$ cat config.mk
export PLATFORM = sky130hd
export DESIGN_NAME = tcu_tile_engine
export DESIGN_NICKNAME = d
export VERILOG_FILES = /design/src/rtl/tcu_tile_engine.sv
export SDC_FILE = /design/constraint.sdc
export NUM_CORES = 2
export LEC_CHECK = 0
export ABC_AREA = 1
export CORE_MARGIN = 3
export CORE_UTILIZATION = 65
export CTS_CLUSTER_DIAMETER = 100
export DETAILED_ROUTE_END_ITERATION = 6
export PLACE_DENSITY = 0.84
export SKIP_CTS_REPAIR_TIMING = 1
export SYNTH_ARGS = -nofsm -noshare
export SYNTH_HDL_FRONTEND = slang
export SYNTH_SLANG_ARGS = --single-unit
$ cat constraint.sdc
create_clock -name clk -period 12.2 [get_ports clk]
set_clock_uncertainty 0.2 [all_clocks]
set_input_delay 1.83 -clock clk [delete_from_list [all_inputs] [get_ports clk]]
set_output_delay 1.83 -clock clk [all_outputs]
set_load 0.02 [all_outputs]
$ cat src/rtl/tcu_tile_engine.sv
// Sequential TILE_N x TILE_N tile multiplier for the TCU path.
// Loads A/B one pair per cycle, runs one MAC per cycle, streams C.
module tcu_tile_engine #(
    parameter int TILE_N = 2,
    parameter int DATA_W = 32
) (
    input  logic              clk,
    input  logic              reset,
    input  logic              load_start,
    input  logic              in_valid,
    input  logic [DATA_W-1:0] data_in_a,
    input  logic [DATA_W-1:0] data_in_b,
    output logic              load_done,
    output logic              execute_done,
    input  logic              store_start,
    output logic              out_valid,
    output logic [DATA_W-1:0] data_out_c,
    output logic              store_done,
    output logic              busy
);

    localparam int NN = TILE_N * TILE_N;
    localparam int IW = $clog2(NN);
    localparam int KW = $clog2(TILE_N);
    localparam logic [IW-1:0] IMAX = IW'(NN - 1);
    localparam logic [KW-1:0] KMAX = KW'(TILE_N - 1);

    typedef enum logic [2:0] {
        S_IDLE,
        S_LOAD,
        S_EXEC,
        S_WAIT,
        S_STORE
    } state_t;

    state_t            state_q, state_d;
    logic [IW-1:0]     idx_q, idx_d;
    logic [KW-1:0]     i_q, i_d, j_q, j_d, k_q, k_d;
    logic [DATA_W-1:0] acc_q, acc_d;
    logic              ld_done_q, ld_done_d;
    logic              ex_done_q, ex_done_d;
    logic              ov_q, ov_d;
    logic [DATA_W-1:0] dout_q, dout_d;
    logic              sd_q, sd_d;

    logic [DATA_W-1:0] a_q [NN];
    logic [DATA_W-1:0] b_q [NN];
    logic [DATA_W-1:0] c_q [NN];

    logic              ab_we;
    logic              c_we;
    logic              do_beat;
    logic [DATA_W-1:0] prod;
    logic [DATA_W-1:0] mac;

    // Row-major addressing: {row, col} is the flat index since N is 2^k.
    assign prod = a_q[{i_q, k_q}] * b_q[{k_q, j_q}];
    assign mac  = acc_q + prod;

    always_comb begin
        state_d   = state_q;
        idx_d     = idx_q;
        i_d       = i_q;
        j_d       = j_q;
        k_d       = k_q;
        acc_d     = acc_q;
        ld_done_d = 1'b0;
        ex_done_d = 1'b0;
        ov_d      = 1'b0;
        dout_d    = '0;
        sd_d      = 1'b0;
        ab_we     = 1'b0;
        c_we      = 1'b0;
        do_beat   = 1'b0;
        unique case (state_q)
            S_IDLE: begin
                if (load_start) begin
                    state_d = S_LOAD;
                    idx_d   = '0;
                end
            end
            S_LOAD: begin
                if (in_valid) begin
                    ab_we = 1'b1;
                    idx_d = idx_q + 1'b1;
                    if (idx_q == IMAX) begin
                        state_d   = S_EXEC;
                        idx_d     = '0;
                        i_d       = '0;
                        j_d       = '0;
                        k_d       = '0;
                        acc_d     = '0;
                        ld_done_d = 1'b1;
                    end
                end
            end
            S_EXEC: begin
                if (k_q == KMAX) begin
                    c_we  = 1'b1;
                    acc_d = '0;
                    k_d   = '0;
                    if (j_q == KMAX) begin
                        j_d = '0;
                        if (i_q == KMAX) begin
                            i_d       = '0;
                            state_d   = S_WAIT;
                            ex_done_d = 1'b1;
                        end else begin
                            i_d = i_q + 1'b1;
                        end
                    end else begin
                        j_d = j_q + 1'b1;
                    end
                end else begin
                    acc_d = mac;
                    k_d   = k_q + 1'b1;
                end
            end
            S_WAIT: begin
                if (store_start) begin
                    state_d = S_STORE;
                    do_beat = 1'b1;
                end
            end
            S_STORE: begin
                if (sd_q) begin
                    state_d = S_IDLE;
                    idx_d   = '0;
                end else begin
                    do_beat = 1'b1;
                end
            end
            default: state_d = S_IDLE;
        endcase
        if (do_beat) begin
            ov_d   = 1'b1;
            dout_d = c_q[idx_q];
            sd_d   = (idx_q == IMAX);
            idx_d  = idx_q + 1'b1;
        end
    end

    always_ff @(posedge clk) begin
        if (!reset) begin
            state_q   <= S_IDLE;
            idx_q     <= '0;
            i_q       <= '0;
            j_q       <= '0;
            k_q       <= '0;
            acc_q     <= '0;
            ld_done_q <= 1'b0;
            ex_done_q <= 1'b0;
            ov_q      <= 1'b0;
            dout_q    <= '0;
            sd_q      <= 1'b0;
        end else begin
            state_q   <= state_d;
            idx_q     <= idx_d;
            i_q       <= i_d;
            j_q       <= j_d;
            k_q       <= k_d;
            acc_q     <= acc_d;
            ld_done_q <= ld_done_d;
            ex_done_q <= ex_done_d;
            ov_q      <= ov_d;
            dout_q    <= dout_d;
            sd_q      <= sd_d;
        end
    end

    always_ff @(posedge clk) begin
        if (reset && ab_we) begin
            a_q[idx_q] <= data_in_a;
            b_q[idx_q] <= data_in_b;
        end
    end

    always_ff @(posedge clk) begin
        if (!reset) begin
            for (int n = 0; n < NN; n++) begin
                c_q[n] <= '0;
            end
        end else if (c_we) begin
            c_q[{i_q, j_q}] <= mac;
        end
    end

    assign load_done    = ld_done_q;
    assign execute_done = ex_done_q;
    assign out_valid    = ov_q;
    assign data_out_c   = dout_q;
    assign store_done   = sd_q;
    assign busy         = (state_q != S_IDLE);

endmodule

After elaboration in Yosys (flattened, before gate mapping)
Memories as Yosys holds them, arrays and structs flattened. A register that Yosys moved wholly into a read port is not among the register bits.
Index checks and enable logic that the tools add are counted.
{"block": "word_totals", "regBits": 44, "mem_bits_rw": 384, "inputBits": 69, "output_inout_bits": 37, "n_memories": 3}
{"name": "a_q", "words": 4, "word_bits": 32, "rd": 1, "rd_ports_with_merged_regs": 0, "write_ports": 1, "line": "46", "rtl": "logic [DATA_W-1:0] a_q [NN];"}
{"name": "b_q", "words": 4, "word_bits": 32, "rd": 1, "rd_ports_with_merged_regs": 0, "write_ports": 1, "line": "47", "rtl": "logic [DATA_W-1:0] b_q [NN];"}
{"name": "c_q", "words": 4, "word_bits": 32, "rd": 1, "rd_ports_with_merged_regs": 1, "write_ports": 4, "line": "48", "rtl": "logic [DATA_W-1:0] c_q [NN];"}
{"block": "classes", "add_sub_neg": 5, "multipliers": 1, "eq_ne": 16, "n_mux": 49, "reduce_logical": 15}
{"cell": "32-bit 2-to-1 mux", "count": 4}
{"cell": "32-bit case mux with 2 select lines", "count": 1}
{"cell": "32-bit adder", "count": 1}
{"cell": "32-bit by 32-bit multiplier with 32-bit output", "count": 1}
{"cell": "32-bit OR reduction", "count": 1}
{"cell": "1-bit 2-to-1 mux", "count": 24}
{"cell": "3-bit 2-to-1 mux", "count": 8}
{"cell": "2-bit inequality test (second input constant)", "count": 8}
{"cell": "3-bit case mux with 5 select lines", "count": 1}
{"cell": "2-bit 2-to-1 mux", "count": 6}
{"cell": "4-bit AND reduction", "count": 3}
{"cell": "3-bit inequality test (second input constant)", "count": 3}
{"cell": "1-bit case mux with 2 select lines", "count": 4}
{"cell": "8-bit AND reduction", "count": 1}
{"cell": "3-bit by 2-bit == test with 1-bit output (second input constant)", "count": 2}
{"cell": "2-bit case mux with 3 select lines", "count": 1}
{"cell": "3-bit AND reduction", "count": 2}
{"cell": "5-bit AND reduction", "count": 1}
{"cell": "4-bit nonzero test", "count": 1}
{"cell": "1-bit adder (second input constant)", "count": 3}
{"cell": "3-bit by 1-bit == test with 1-bit output (second input constant)", "count": 1}
{"cell": "3-bit == test (second input constant)", "count": 1}
{"cell": "3-bit zero test", "count": 1}
{"cell": "3-bit nonzero test", "count": 1}
{"cell": "6 further kinds", "count": 6}

Logic depth before layout (Yosys ltp)
{"block": "logic_depth", "depth_word": 7, "mapped_depth": 45, "mapped_depth_nobuf": 40}

Least setup slack after synthesis
OpenSTA, ideal clock, no wires.
{"block": "synth_timing", "kind": "reg2reg", "from": "register j_q", "to": "memory c_q[3][29] (data pin)", "setup_time_ns": 0.266, "t_arrival_ns": 7.288, "required_ns": 11.734, "setup_slack_ns": 4.445, "path_stages_with_launch": 33, "n_path_buf": 4, "synth_period_minus_slack_ns": 7.755, "path_cell_list": "dfxtp_1 buf_4 buf_4 o21ai_0 nand2_1 nand2_1 clkbuf_1 buf_1 nand2_1 fa_1 fa_1 inv_1 fa_1 inv_1 fa_1 inv_1 fa_1 fa_1 fa_1 inv_1 fa_1 inv_1 ha_1 nand2_1 nor4_1 nand3_1 nand3_1 nand3_1 nand2_1 a31oi_1 xor2_1 inv_1 nor2_1"}
{"item": "start: declaration", "line": "38", "rtl": "logic [KW-1:0] i_q, i_d, j_q, j_d, k_q, k_d;"}
{"item": "start signal: assignment", "line": "160", "rtl": "j_q <= j_d;"}
{"item": "end: declaration", "line": "48"}

==> results.toml <==
[outcome]
status = "finished, final reports clean"

[finish]
final_common_cell = "nand2_1"
regArea_um2 = 13100
layout_common_cells = "nand2_1 (723), inv_1 (658), nor2_1 (643)"
areaGrowthSynthToFinish_pct = 8.78
drive_above_1_share_pct = 4.46
num_antenna_cells = 0
nets = 4384
fin_util_pct = 71.6
multi_input_area_um2 = 18300
fill_cells = 3617

[route]
drt_iter0_markers = 2779
num_vias = 25800
route.detailed.drc = 0
wl_per_cell_um = 19.9
routed_via_density = 5.76
route.met3.wl_mm = 9.02
first_pass_iters = 6
highest-signal-layer = "met4"
met1Wirelength_mm = 32.1
routed-wl-met2_mm = 43.0
antenna_left = 0
drt-total-wl_mm = 89.2

[synth]
synth_enable_flop_cells = 384
postSynthCellCount = 3708
synth_fp_nets = 4343
yosysWarnings = 0
synth-main-ff-cell = "edfxtp_1"
synth-seq-cells = 460
ys_seq_area_share_pct = 37.6
yosysTopAreaCell = "edfxtp_1"
syn-cell-area_um2 = 34700
synthTopCellsByArea = "edfxtp_1 (33%), fa_1 (25%), nand2_1 (7.8%)"
async_flop_share_pct = 0
synth_top_area_share_pct = 33.2
syn-mean-instance-area_um2 = 9.35
ys_types = 44

[grt]
antenna_found_initial = 0
grt_max_degree = 98
grt_pass1_wl_mm = 141
overflow = 0
grt_pass1_vias = 26700
grtUsageTotal_pct = 32.2

[job]
drv_cap = 0

[clocking]
clockBufferDepth = 3
cts.clk_slew.worst_paths_ns = 0.06
cts_tree = "built"
htree_levels = 2
clock_sinks = 460
clk_latency_ns = 0.61
root_buffer = "clkbuf_16"
numCtsBuffers = 48

[timing]
finalCriticalPeriod_ns = 9.47
slew_violations = 0
fin_crit_sh_pct = 77.6
rsz0062_at_grt = "false"
relSlewSlack_pct = 24.4
fin_tns_setup_ns = 0
setup_violations = 0
hold_slack_ns = 0.268
worst_slew_pin_slew_ns = 1.11
max_freq_mhz = 106
postLayoutSetupSlackWorst_ns = 2.73
finalHoldViolCount = 0

[setup_path]
slowest_delay_ns = 0.81
cp-start-kind = "flop"
cpMaxStageDelayCell = "inv_1"
cp_max_fo = 97
crit_path_end_kind = "flop"
cp.required_ns = 12.46
r2r_setup_slack_ns = 2.73
crit_top_cell = "fa_1"
worstSetupPathType = "flop to flop"
cp.arrival_ns = 9.73

[die]
rows = 84
ioPinCount = 106
core_area_um2 = 52700
die_h_um = 237
initial_utilization_pct = 65.9
dieWidth_um = 237
dieArea_um2 = 56200

[placement]
place_congestion = 1.02
pre_cts_ws_ns = 2.91
place_hpwl_mm = 63.4
portBuffers = 105

[hold_path]
holdCritPathClass = "flop to flop"
-- per-layer routing --
metal  GRT usage [%]  up-vias
li1                -    11400
met1            40.4    12500
met2            53.3     1544
met3            6.99      354
met4            16.3        0
met5               0        -
-- cell type report --
type | instances | share of cell area (%)
flip-flops and latches | 460 | 34.6
inverters | 683 | 6.81
clock buffers | 57 | 3.38
repair buffers | 135 | 3.38
clock inverters | 32 | 0.902
multi-input cells | 2421 | 48.6
well taps | 688 | 2.28
-- through the flow --
stage / cells / area [um^2]
CTS: 4476 / 37700
global placement: 4387 / 36100
detailed placement: 4387 / 36100
floorplan: 3708 / 34700
global route: 4476 / 37700
finish: 4476 / 37700
-- path summary, 6_finish.rpt --
kind / from / end / cells after the start
min reg2reg: acc_q[2] / acc_q[2] / 2
max: k_q / c_q[3][28] / 27
max reg2reg: k_q / c_q[3][28] / 27
min: acc_q[2] / acc_q[2] / 2
-- synth_stat cells, drive strengths merged, types with 21 or more instances --
| library cell | instances |
|---|---|
| nand3 | 141 |
| edfxtp | 384 |
| nand2 | 744 |
| inv | 676 |
| clkbuf | 82 |
| nor2 | 649 |
| dfxtp | 76 |
| ha | 128 |
| fa | 438 |
| xor2 | 21 |
| o21ai | 109 |
| buf | 62 |
| a21oi | 93 |
-- sequential cells by signal, indices dropped and copies added, names as in the netlist --
name	count
load_done	1
c_q	128
acc_q	32
a_q	128
i_q	1
j_q	1
state_q	3
b_q	128
out_valid	1
execute_done	1
data_out_c	32
idx_q	2
store_done	1
k_q	1
-- critical path, delay by kind of cell, from the launching register on --
family                     cells  cell delay [ns]
buffers and inverters          7             1.62
adders and majority gates      9             4.33
xor gates and xnor gates       1             0.40
AOI/OAI and AO/OA              4             0.84
and+or+nand+nor                6             1.09
DFF                            1             0.75
-- cell families after synthesis --
group                      Yosys count  share of synthesized area [%]
adders and majority gates          566                           29.9
AOI/OAI and AO/OA                  241                           3.84
buffers and inverters              827                           9.56
and+or+nand+nor                   1572                           18.0
muxes                                1                         0.0649
DFF                                460                           37.6
xor gates and xnor gates            41                           1.04
Power is not shown: default switching activity piles up to over one toggle a cycle in this logic, so the estimate is an artifact.
